## config.mk

```make
export PLATFORM = sky130hd
export DESIGN_NAME = serial_tl_host
export DESIGN_NICKNAME = d
export VERILOG_FILES = /design/src/rtl/serial_tl_host.sv
export SDC_FILE = /design/constraint.sdc
export NUM_CORES = 1
export LEC_CHECK = 0
export ABC_AREA = 0
export BUFFER_PORTS_ARGS = -buffer_cell sky130_fd_sc_hd__buf_2
export CORE_MARGIN = 10
export CORE_UTILIZATION = 35
export CTS_CLUSTER_DIAMETER = 100
export DETAILED_ROUTE_END_ITERATION = 12
export HOLD_SLACK_MARGIN = 0.03
export PLACE_DENSITY = 0.59
export SKIP_LAST_GASP = 1
export SYNTH_ARGS = -nofsm -noshare
export SYNTH_HDL_FRONTEND = slang
export SYNTH_SLANG_ARGS = --single-unit
```

## constraint.sdc

```tcl
create_clock -name clock -period 2.25 [get_ports clock]
set_input_delay 0.45 -clock clock [delete_from_list [all_inputs] [get_ports clock]]
set_output_delay 0.45 -clock clock [all_outputs]
set_load 0.005 [all_outputs]
```

## src/rtl/serial_tl_host.sv

```systemverilog
// serial_tl_host: host-side peer of the chip's 1-bit serial TileLink port.
// Serializes tx words LSB first onto bits_in and reassembles bits_out into rx words.
module serial_tl_host #(
   parameter int W = 32
) (
   input  logic         clock,
   input  logic         reset,
   input  logic         tx_valid,
   output logic         tx_ready,
   input  logic [W-1:0] tx_data,
   output logic         rx_valid,
   input  logic         rx_ready,
   output logic [W-1:0] rx_data,
   output logic         serial_in_valid,
   output logic         serial_in_bits,
   input  logic         serial_in_ready,
   input  logic         serial_out_valid,
   input  logic         serial_out_bits,
   output logic         serial_out_ready
);
   localparam int CW = $clog2(W);
   localparam logic [CW-1:0] LAST = CW'(W - 1);

   typedef enum logic {TX_IDLE, TX_SHIFT} tx_state_e;
   typedef enum logic {RX_COLLECT, RX_FULL} rx_state_e;

   tx_state_e tx_state_q, tx_state_d;
   logic [W-1:0] shreg_q, shreg_d;
   logic [CW-1:0] txcnt_q, txcnt_d;

   rx_state_e rx_state_q, rx_state_d;
   logic [W-1:0] rshreg_q, rshreg_d;
   logic [W-1:0] rx_data_q, rx_data_d;
   logic [CW-1:0] rxcnt_q, rxcnt_d;

   always_ff @(posedge clock) begin
      if (reset) begin
         tx_state_q <= TX_IDLE;
         shreg_q    <= '0;
         txcnt_q    <= '0;
         rx_state_q <= RX_COLLECT;
         rshreg_q   <= '0;
         rx_data_q  <= '0;
         rxcnt_q    <= '0;
      end else begin
         tx_state_q <= tx_state_d;
         shreg_q    <= shreg_d;
         txcnt_q    <= txcnt_d;
         rx_state_q <= rx_state_d;
         rshreg_q   <= rshreg_d;
         rx_data_q  <= rx_data_d;
         rxcnt_q    <= rxcnt_d;
      end
   end

   // Bit on the lane comes straight from the shift register, so it holds while the chip stalls.
   always_comb begin
      tx_state_d      = tx_state_q;
      shreg_d         = shreg_q;
      txcnt_d         = txcnt_q;
      tx_ready        = tx_state_q == TX_IDLE;
      serial_in_valid = tx_state_q == TX_SHIFT;
      serial_in_bits  = serial_in_valid & shreg_q[0];
      if (tx_state_q == TX_IDLE) begin
         if (tx_valid) begin
            shreg_d    = tx_data;
            txcnt_d    = '0;
            tx_state_d = TX_SHIFT;
         end
      end else if (serial_in_ready) begin
         shreg_d = shreg_q >> 1;
         txcnt_d = (txcnt_q == LAST) ? '0 : txcnt_q + CW'(1);
         tx_state_d = (txcnt_q == LAST) ? TX_IDLE : TX_SHIFT;
      end
   end

   // serial_out_ready depends on state alone, never on rx_ready.
   always_comb begin
      rx_state_d       = rx_state_q;
      rshreg_d         = rshreg_q;
      rx_data_d        = rx_data_q;
      rxcnt_d          = rxcnt_q;
      serial_out_ready = rx_state_q == RX_COLLECT;
      rx_valid         = rx_state_q == RX_FULL;
      rx_data          = rx_data_q;
      if (rx_state_q == RX_COLLECT) begin
         if (serial_out_valid) begin
            rshreg_d = {serial_out_bits, rshreg_q[W-1:1]};
            rxcnt_d  = (rxcnt_q == LAST) ? '0 : rxcnt_q + CW'(1);
            if (rxcnt_q == LAST) begin
               rx_data_d  = rshreg_d;
               rx_state_d = RX_FULL;
            end
         end
      end else if (rx_ready) begin
         rx_state_d = RX_COLLECT;
      end
   end
endmodule

```

Word-level counts from Yosys, hierarchy flattened. Cells that the tools add are included.

Bits in registers: 108. Input bits: 39. Output and inout bits: 37. Logic and storage cells: 35.

Add/subtract/negate cells: 2. Eq/ne operators: 3. Mux-type cells: 16. Bitwise logic cells: 3. Reduce and logical (&&, ||, !) cells: 4.

Operators by type and width (count): $mux 32 (3); $mux 5 (5); $add 5x1->5 const B (2); $eq 5x5->1 const B (2); $mux 1 (8); $reduce_and 2->1 (2); $reduce_and 3->1 (1); $ne 2x2->1 const B (1); $not 1->1 (2); $reduce_bool 2->1 (1); $and 1x1->1 (1).

Logic depth before layout (Yosys ltp).
Depth in word-level cells: 4. Depth in mapped cells: 8.

Worst setup path before layout. Ideal clock, no wire load.

Kind: reg2reg. From: register rxcnt_q[0]. To: register rx_data_q[24] (netlist: rx_data[24]). Library setup time: 0.132 ns. Arrival: 1.474 ns. Setup slack: 0.644 ns. Stages on the path, launching flop included: 9. Buffers on the path: 2. Period minus slack after synthesis: 1.606 ns. Path through: dfxtp_1 ha_1 and3_1 ha_1 and3b_1 buf_2 buf_2 nand2_1 a21oi_1.

Cells in the longest elaborated chain, start to end: 2.

RTL lines: start, declared (RTL line 34) `logic [CW-1:0] rxcnt_q, rxcnt_d;`; start signal, assigned (RTL line 52) `rxcnt_q <= rxcnt_d;`; $eq 5x5->1 (RTL line 90) `if (rxcnt_q == LAST) begin`; $reduce_and 3->1 (no source line); end signal, assigned (RTL line 51) `rx_data_q <= rx_data_d;`; end, declared (RTL line 33) `logic [W-1:0] rx_data_q, rx_data_d;`.

No other way between the ends. A chain may end at the register's enable or synchronous reset.

Worst setup path in the final report.
From: register tx_state_q (netlist: serial_in_valid). To: output port serial_in_bits.

Cells in the longest elaborated chain, start to end: 1.

RTL lines: start, declared (RTL line 27) `tx_state_e tx_state_q, tx_state_d;`; start signal, assigned (RTL line 46) `tx_state_q <= tx_state_d;`; $and 1x1->1 (RTL line 63) `serial_in_bits = serial_in_valid & shreg_q[0];`; end, declared (RTL line 15) `output logic serial_in_bits,`.

No other way between the ends.

==> flow_summary.ini <==
[cts]
cts_resized = 0
clockBufferDepth = 2
tritoncts = done
clkSinkCount = 107
ctsHoldBuffers = 0
clockRootBuffer = clkbuf_16
post_cts_buffers = 0
clk_latency_ns = 0.35
cts-buffers-inserted = 9
path_clk_slew_ns = 0.07
htreeDepth = 3

[die]
rows = 39
core-area_um2 = 11500
num_io_pins = 76
die_w_um = 129
fp.dieH_um = 129
start_util = 0.360
die-area_um2 = 16600

[timing]
min_period_ns = 1.81
period_share = 0.804
hold_viol_final = 0
postLayoutSetupSlackWorst_ns = 0.441
setup_viol = 0
tightest_slew_ns = 0.566
slew_headroom = 0.623
fin_tns_setup_ns = 0
max_freq_mhz = 553
maxSlewViolCount = 0
rsz0062_at_grt = no
fin_worst_skew_ns = 0.00486

[layout]
multiInputGateArea_um2 = 1820
nNetsFinal = 580
antennaDiodeCount = 0
drive_above_1_share = 0.197
syn_to_final_growth_pct = 19.1
nFillCells = 1159
fin_cells = 685
seqCellArea_um2 = 2140

[critical_path]
worstPathArrival_ns = 1.36
critPathKind = flop to output pin
crit_fanout = 30
endpoint_kind = output pin
worstPathRequired_ns = 1.80
cp-start-kind = flop

[drt]
vias = 3369
wl_per_cell_um = 13.0
vias_per_cell = 4.92
drc_errors = 0
routed_wl_um = 8890
drtPass1Iterations = 4
antenna_left = 0
drt_iter0_drc = 201

[pwr]
ir_worst_vdd_mv = 0.447
power_density_nw_per_um2 = 766
p_leak_nw = 1.92

[synthesis]
synth_cell_types = 32
yosysSeqAreaShare = 0.517
ys_seq_elements = 107
syn_area_um2 = 4150
synth_warnings = 0
async_reset_ff_frac = 0
avgSynthCellArea_um2 = 8.67
synth-main-ff-cell = dfxtp_1
netlist_instances = 478
mappedNetlistNets = 521
synth_edf_count = 0

[global_route]
antenna_found_initial = 1
gr-total-overflow = 0
grt_pass1_wl_um = 15100
grt_max_degree = 51
grt_use_total = 0.110
grt_pass1_vias = 3187

[place]
dp_hpwl_um = 6110
gp_congestion = 0.714
io_buffers = 75
place_ws_ns = 0.470
place_inst = 669

[status]
outcome = finished, final reports clean

[job]
maxCapViolations = 0

[hold_path]
hp-class = primary input to flop
worst max-delay path, stage by stage (launching register included):
cell and delay, ns:
dfxtp_2 0.33, buf_4 0.38, and2_1 0.18, buf_2 0.11
registers in the layout, summed over array words and instances (netlist names):
register / flops
rxcnt_q: 5
rx_data: 32
txcnt_q: 5
rshreg_q: 31
rx_valid: 1
serial_in_valid: 1
shreg_q: 32
cells by family after synthesis:
kind of cell,after synthesis,synth area share
buffers and inverters,40,0.0459
adders and majority gates,4,0.0121
muxes,35,0.0848
and+or+nand+nor,183,0.177
DFF,107,0.517
AOI/OAI and AO/OA,107,0.159
xor gates and xnor gates,2,0.00423
layout by cell type (no fill, tap or decap), drive strengths merged, types with 3 or more instances in the layout:
cell / instances
inv: 4
buf: 86
a21oi: 68
nand2: 130
nor2: 35
nand3: 3
mux2i: 34
a311oi: 3
a211oi: 31
nor3: 3
clkbuf: 12
dfxtp: 107
ha: 4
worst paths after layout:
check                  start              to  slack, ns  cells after the start
max          serial_in_valid  serial_in_bits       0.44                      3
min                 rx_ready        rx_valid       0.35                      3
max reg2reg       rxcnt_q[0]     rx_data[29]       0.46                      7
min reg2reg      rshreg_q[1]      rx_data[0]       0.45                      2
report_power, final:
part,leakage [nW],internal [mW],switching [mW]
Sequential,0.871,1.96,0.0358
Combinational,0.917,0.128,0.167
Clock,0.134,0.792,0.701
Total,1.92,2.88,0.903
final cells by class:
type | instances | area share
Clock buffer | 12 | 0.0499
Clock inverter | 4 | 0.00684
Inverter | 2 | 0.00152
Multi-Input combinational cell | 331 | 0.368
Sequential cell | 107 | 0.434
Tap cell | 143 | 0.0362
Timing Repair Buffer | 86 | 0.103
per-stage QoR:
step / cell area, um^2 / total power, mW / hold WS [ns] / utilization
2_1_floorplan: 4150 / 2.24 / 0.432 / -
3_3_place_gp: 4660 / 2.32 / 0.440 / 0.404
3_5_place_dp: 4660 / 2.33 / 0.443 / 0.404
4_1_cts: 4940 / 3.85 / 0.338 / 0.429
5_1_grt: 4940 / 3.96 / 0.360 / 0.429
6_report: 4940 / 3.78 / 0.353 / 0.429
metal layers:
metal,wire (um),up-vias,GRT usage
li1,-,1738,-
met1,4110,1527,0.134
met2,3780,89,0.162
met3,837,13,0.0546
met4,154,2,0.0462
met5,7,-,0
synth_stat cells, drive strengths merged, types with 2 or more instances:
cell,n,area share
a211oi,31,0.059
a21oi,68,0.082
a311oi,3,0.0094
a32oi,2,0.0042
and3,2,0.0030
and3b,2,0.0042
buf,28,0.035
clkbuf,10,0.0091
dfxtp,107,0.52
ha,4,0.012
inv,2,0.0018
mux2i,34,0.082
nand2,130,0.12
nand2b,2,0.0030
nand3,3,0.0036
nand3b,2,0.0036
nor2,35,0.032
nor3,3,0.0036
(Power assumes the default switching activity.)
